--- src/rtl/mem_bus_arbiter_pkg.sv ---
// Shared constants and state encodings for the two-cache memory bus arbiter.
// Mirrors the values the surrounding cache code takes from its global definitions.
package mem_bus_arbiter_pkg;
  localparam int ADDRESSBIT       = 16;
  localparam int BLOCKBYTE        = 4;
  localparam int WORDSIZE         = 8;
  localparam int MEM_ACCESS_DELAY = 3;
  localparam int ARB_TIMEOUT      = 64;

  localparam logic RD             = 1'b0;
  localparam logic WT             = 1'b1;
  localparam logic ACCESS_SUCCESS = 1'b1;

  typedef enum logic [1:0] {
    ARB_IDLE  = 2'd0,
    ARB_BUSY  = 2'd1,
    ARB_RESP  = 2'd2,
    ARB_ABORT = 2'd3
  } arbState_t;

  // Requester identity; also the encoding of lastGnt and the bus owner.
  typedef enum logic {
    OWN_A = 1'b0,
    OWN_B = 1'b1
  } owner_t;
endpackage

--- src/rtl/mem_bus_arbiter_rr_pick2.sv ---
// Two-way round-robin pick: one-hot grant, bit 0 = A, bit 1 = B.
// A tie goes to whichever requester was not granted last.
module rr_pick2
  import mem_bus_arbiter_pkg::*;
(
  input  logic       reqA,
  input  logic       reqB,
  input  logic       lastGnt,
  output logic [1:0] gnt
);
  assign gnt[0] = reqA & (~reqB | (lastGnt == OWN_B));
  assign gnt[1] = reqB & ~gnt[0];
endmodule

--- src/rtl/mem_bus_arbiter.sv ---
// Serializes block reads/writes from cache A and cache B onto one memory port,
// round-robin on ties, with a BUSY timeout that aborts a stuck access.
module mem_bus_arbiter
  import mem_bus_arbiter_pkg::*;
#(
  parameter int ADDR_W  = ADDRESSBIT,
  parameter int DATA_W  = BLOCKBYTE * WORDSIZE,
  parameter int TIMEOUT = ARB_TIMEOUT
) (
  input  logic              clk,
  input  logic              rst,
  input  logic              reqA,
  input  logic              reqB,
  input  logic              rdwtA,
  input  logic              rdwtB,
  input  logic [ADDR_W-1:0] addrA,
  input  logic [ADDR_W-1:0] addrB,
  input  logic [DATA_W-1:0] wdataA,
  input  logic [DATA_W-1:0] wdataB,
  output logic              doneA,
  output logic              doneB,
  output logic              errA,
  output logic              errB,
  output logic              gntA,
  output logic              gntB,
  output logic [DATA_W-1:0] rdataA,
  output logic [DATA_W-1:0] rdataB,
  output logic              mem_req,
  output logic              mem_rdwt,
  output logic [ADDR_W-1:0] mem_addr,
  output logic [DATA_W-1:0] mem_wdata,
  input  logic [DATA_W-1:0] mem_rdata,
  input  logic              mem_done
);
  localparam int CNT_W = $clog2(TIMEOUT + 1);

  if (TIMEOUT < MEM_ACCESS_DELAY + 2) begin : gBadTimeout
    $error("TIMEOUT shorter than a normal memory access");
  end

  arbState_t        state, stateNext;
  logic             owner, ownerNext, lastGnt;
  logic [1:0]       pick;
  logic [CNT_W-1:0] toCnt, toCntInc;
  logic             expire, memOk;

  rr_pick2 uPick (
    .reqA    (reqA),
    .reqB    (reqB),
    .lastGnt (lastGnt),
    .gnt     (pick)
  );

  assign memOk     = (mem_done == ACCESS_SUCCESS);
  assign toCntInc  = (toCnt == CNT_W'(TIMEOUT)) ? toCnt : toCnt + 1'b1;
  assign expire    = (toCntInc == CNT_W'(TIMEOUT));
  assign ownerNext = (state == ARB_IDLE) ? pick[1] : owner;

  always_ff @(posedge clk or posedge rst) begin
    if (rst) state <= ARB_IDLE;
    else     state <= stateNext;
  end

  // mem_done wins over a same-cycle expiry.
  always_comb begin
    stateNext = state;
    case (state)
      ARB_IDLE:  if (|pick) stateNext = ARB_BUSY;
      ARB_BUSY:  begin
        if (memOk)       stateNext = ARB_RESP;
        else if (expire) stateNext = ARB_ABORT;
      end
      ARB_RESP:  stateNext = ARB_IDLE;
      ARB_ABORT: stateNext = ARB_IDLE;
      default:   stateNext = ARB_IDLE;
    endcase
  end

  always_ff @(posedge clk or posedge rst) begin
    if (rst) begin
      owner     <= OWN_A;
      lastGnt   <= OWN_B;
      toCnt     <= '0;
      doneA     <= 1'b0;
      doneB     <= 1'b0;
      errA      <= 1'b0;
      errB      <= 1'b0;
      gntA      <= 1'b0;
      gntB      <= 1'b0;
      rdataA    <= '0;
      rdataB    <= '0;
      mem_req   <= 1'b0;
      mem_rdwt  <= 1'b0;
      mem_addr  <= '0;
      mem_wdata <= '0;
    end else begin
      // Status outputs are decoded from the next state so they stay registered.
      doneA <= (stateNext == ARB_RESP)  && (owner == OWN_A);
      doneB <= (stateNext == ARB_RESP)  && (owner == OWN_B);
      errA  <= (stateNext == ARB_ABORT) && (owner == OWN_A);
      errB  <= (stateNext == ARB_ABORT) && (owner == OWN_B);
      gntA  <= (stateNext != ARB_IDLE)  && (ownerNext == OWN_A);
      gntB  <= (stateNext != ARB_IDLE)  && (ownerNext == OWN_B);
      case (state)
        ARB_IDLE: if (|pick) begin
          owner     <= pick[1];
          lastGnt   <= pick[1];
          toCnt     <= '0;
          mem_req   <= 1'b1;
          mem_rdwt  <= pick[1] ? rdwtB  : rdwtA;
          mem_addr  <= pick[1] ? addrB  : addrA;
          mem_wdata <= pick[1] ? wdataB : wdataA;
        end
        ARB_BUSY: begin
          toCnt <= toCntInc;
          if (memOk) begin
            mem_req <= 1'b0;
            if (mem_rdwt == RD) begin
              if (owner == OWN_B) rdataB <= mem_rdata;
              else                rdataA <= mem_rdata;
            end
          end else if (expire) begin
            mem_req <= 1'b0;
          end
        end
        default: ;
      endcase
    end
  end
endmodule

--- config.mk ---
export PLATFORM = sky130hd
export DESIGN_NAME = mem_bus_arbiter
export DESIGN_NICKNAME = d
export VERILOG_FILES = /design/src/rtl/mem_bus_arbiter_pkg.sv /design/src/rtl/mem_bus_arbiter_rr_pick2.sv /design/src/rtl/mem_bus_arbiter.sv
export SDC_FILE = /design/constraint.sdc
export NUM_CORES = 1
export LEC_CHECK = 0
export ABC_CLOCK_PERIOD_IN_PS = 4650
export CAP_MARGIN = 20
export CORE_ASPECT_RATIO = 0.7
export CORE_MARGIN = 4
export CORE_UTILIZATION = 38
export CTS_CLUSTER_DIAMETER = 80
export DETAILED_ROUTE_END_ITERATION = 8
export MAX_ROUTING_LAYER = met4
export PLACE_DENSITY = 0.77
export SYNTH_ARGS = -nofsm -noshare
export SYNTH_HDL_FRONTEND = slang
export SYNTH_HIERARCHICAL = 1
export SYNTH_SLANG_ARGS = --single-unit
--- constraint.sdc ---
create_clock -name clk -period 4.65 [get_ports clk]
set_input_delay 0.93 -clock clk [delete_from_list [all_inputs] [get_ports clk]]
set_output_delay 0.93 -clock clk [all_outputs]
set_load 0.02 [all_outputs]
==> metrics <==
area fraction of the dominant cell type after synthesis 56.72%; # setup viols final 0; CTS tree yes; first-pass GRT wire length 25.79 mm; Seq/Total Area, Yosys 57.18%; crit path max fanout 26; Final Hold Viols 0; worst setup margin 1.752 ns; GP Congestion 0.9027; largest family of logic cells by synthesized area multiplexers; Synth area leader dfrtp_1; Remaining DRCs 0; Avg Inst Size Synth 12.80 um^2; reg2reg start state[0]$_DFF_PP0_; crit path DAT 3.19 ns; post-synthesis cell count 448; Max-cap violations 0; synth unique cells 46; Filler cells 1,138; largest net degree at the start of global routing 94; CTS hold repair buffers 0; slew margin rel. 29.11%; EDFF count, synth 0; Synth Area in Compound Gates 7.679%; Clock Skew 0.007330 ns; Via density 4.816; worst slew pin tran 1.061 ns; drt pass-1 iters 6; post-route cell area 9010 um^2; antenna-violating nets left 0; chip width 154.8 um; Slew Viols, Final 0; Final #Nets 837; # Post-CTS Setup Buffers 0; CORE AREA 14,720 um^2; Post-synth top flop dfrtp_1; area grow syn2layout 57.09%; post-synthesis simple-gate area fraction 7.068%; PortBufs 254; fmax 345.0 MHz; most common cell in the synthesized netlist dfrtp_1; clock sink count 131; GRT Residual Overflow 0; row cnt 37; vias in the first global route 4,596; top cells by area, synth dfrtp_1 57%, mux2i_1 8.9%, mux2_4 7.9%, mux2_2 6.5%, o21ai_0 5.2%; DP HPWL 12.00 mm; total power divided by cell area 703.6 nW/um^2; initial antenna violation count 1; H-tree levels 4; clock buffer depth 2; adder-cell share of the synthesized area 0.4363%; clock slew at reported path FFs 0.06 ns; syn nets 585; Worst Hold Class register to register; area of the mapped netlist 5736 um^2; Final Critical Period 2.898 ns; fin crit share 62.33%; synth cell count leaders 130 x dfrtp_1, 60 x o21ai_0, 56 x nand2_1, 51 x mux2i_1, 33 x mux2_2; #FFs+latches synth 131; CP Data Required Time 4.94 ns; pre-CTS setup slack 1.337 ns; Post-CTS Resized 0; hold_sp mem_wdata[14]$_DFFE_PP0P_; Die ar. 17,150 um^2; critical path class primary input to register; WL final 16.02 mm; share of cells above drive strength 1 15.99%; total number of vias 4,378; Synth Area in XOR/XNOR 0.3054%; clk_lat worst skew 0.41 ns; IO Count 255; TritonCTS Buffers 17; outcome finished, final reports clean; Worst setup EP type register; type of origin of the critical path primary input; wire length per cell 17.62 um; Starting Density 38.96%; Yosys warnings 6; total negative slack 0 ns; maximum vdd drop 366.0 uV; P_leak 3.876 nW; WHS 0.4783 ns; placed cell areas 8418 um^2; mux cell area share after synthesis 23.43%; Critical Path Start mem_done; unrepaired setup endpoints after global routing false; Total GRT Usage 19.63%; CTS root buf clkbuf_16; async set or reset register ratio after synthesis 100.0%; Die Y 110.8 um; Iteration-0 DRC Markers 193
area by class of cell:
type / instances / area [um^2] / area share [%]
Sequential cell: 131 / 3279 / 36.40
Timing Repair Buffer: 260 / 2613 / 29.00
Multi-Input combinational cell: 284 / 2255 / 25.02
Clock buffer: 17 / 425.4 / 4.722
Tap cell: 195 / 244.0 / 2.708
Clock inverter: 15 / 163.9 / 1.819
Inverter: 6 / 27.53 / 0.3055
Antenna cell: 1 / 2.502 / 0.02777
registers in the layout (all words and copies together) (netlist names):
signal and count:
mem_addr 16, doneA 1, state 2, lastGnt 1, toCnt 7, gntB 1, errB 1, mem_req 1
mem_rdwt 1, rdataA 32, doneB 1, gntA 1, mem_wdata 32, errA 1, owner 1, rdataB 32
worst max-delay path, stage by stage:
cell and delay, ns:
clkdlybuf4s50_1 0.54, and3_4 0.20, nor2b_4 0.84, buf_4 0.33, mux2_4 0.31
path summary, 6_finish.rpt:
kind | end | slack, ns | cells after the start
min in group asynchronous | rdataA[15]$_DFFE_PP0P_ | 1.06 | 2
min | mem_wdata[14]$_DFFE_PP0P_ | 0.48 | 2
max reg2reg | rdataB[8]$_DFFE_PP0P_ | 2.05 | 5
min reg2reg | mem_wdata[14]$_DFFE_PP0P_ | 0.48 | 2
max in group asynchronous | lastGnt$_DFFE_PP1P_ | 2.69 | 3
max | rdataB[8]$_DFFE_PP0P_ | 1.75 | 5
report_power, final:
group | internal (mW) | leakage [nW] | switching (mW) | total [mW]
sequential | 1.68 | 1.61 | 0.367 | 2.05
clock | 0.762 | 0.281 | 0.555 | 1.32
combinational | 1.52 | 1.99 | 1.45 | 2.97
total | 3.96 | 3.88 | 2.37 | 6.34
stage by stage:
step | util [%] | total power, mW | std cells
after global routing | 61.20 | 6.714 | 909
final | 61.20 | 6.339 | 909
after global placement | 57.18 | 4.970 | 876
after detailed placement | 57.18 | 5.054 | 876
after floorplan | - | 3.615 | 448
after CTS | 61.18 | 6.411 | 908
cells by family (layout without fill, tap and decap cells):
kind of cell,Yosys count,after routing
simple gates,86,86
buf+inv,33,298
other cells,0,1
fa+ha+maj,2,2
xor+xnor,2,2
flops,131,131
compound gates,79,79
mux,115,115
layout by cell type, fill, tap and decap left out, types with 4 or more instances in the layout:
cell type / n
clkdlybuf4s50_1: 254
dfrtp_1: 130
o21ai_0: 60
nand2_1: 56
mux2i_1: 51
mux2_2: 33
mux2_4: 30
clkbuf_16: 17
nor2_1: 13
inv_6: 8
inv_1: 5
buf_4: 4
per-layer routing:
layer | track usage [%] | vias up | share of wire [%]
met5 | - | - | 0
met3 | 8.272 | 13 | 10
met2 | 29.59 | 195 | 45
li1 | - | 2080 | -
met1 | 24.77 | 2090 | 43
met4 | 4.529 | 0 | 1.1
(Power assumes the default switching activity.)
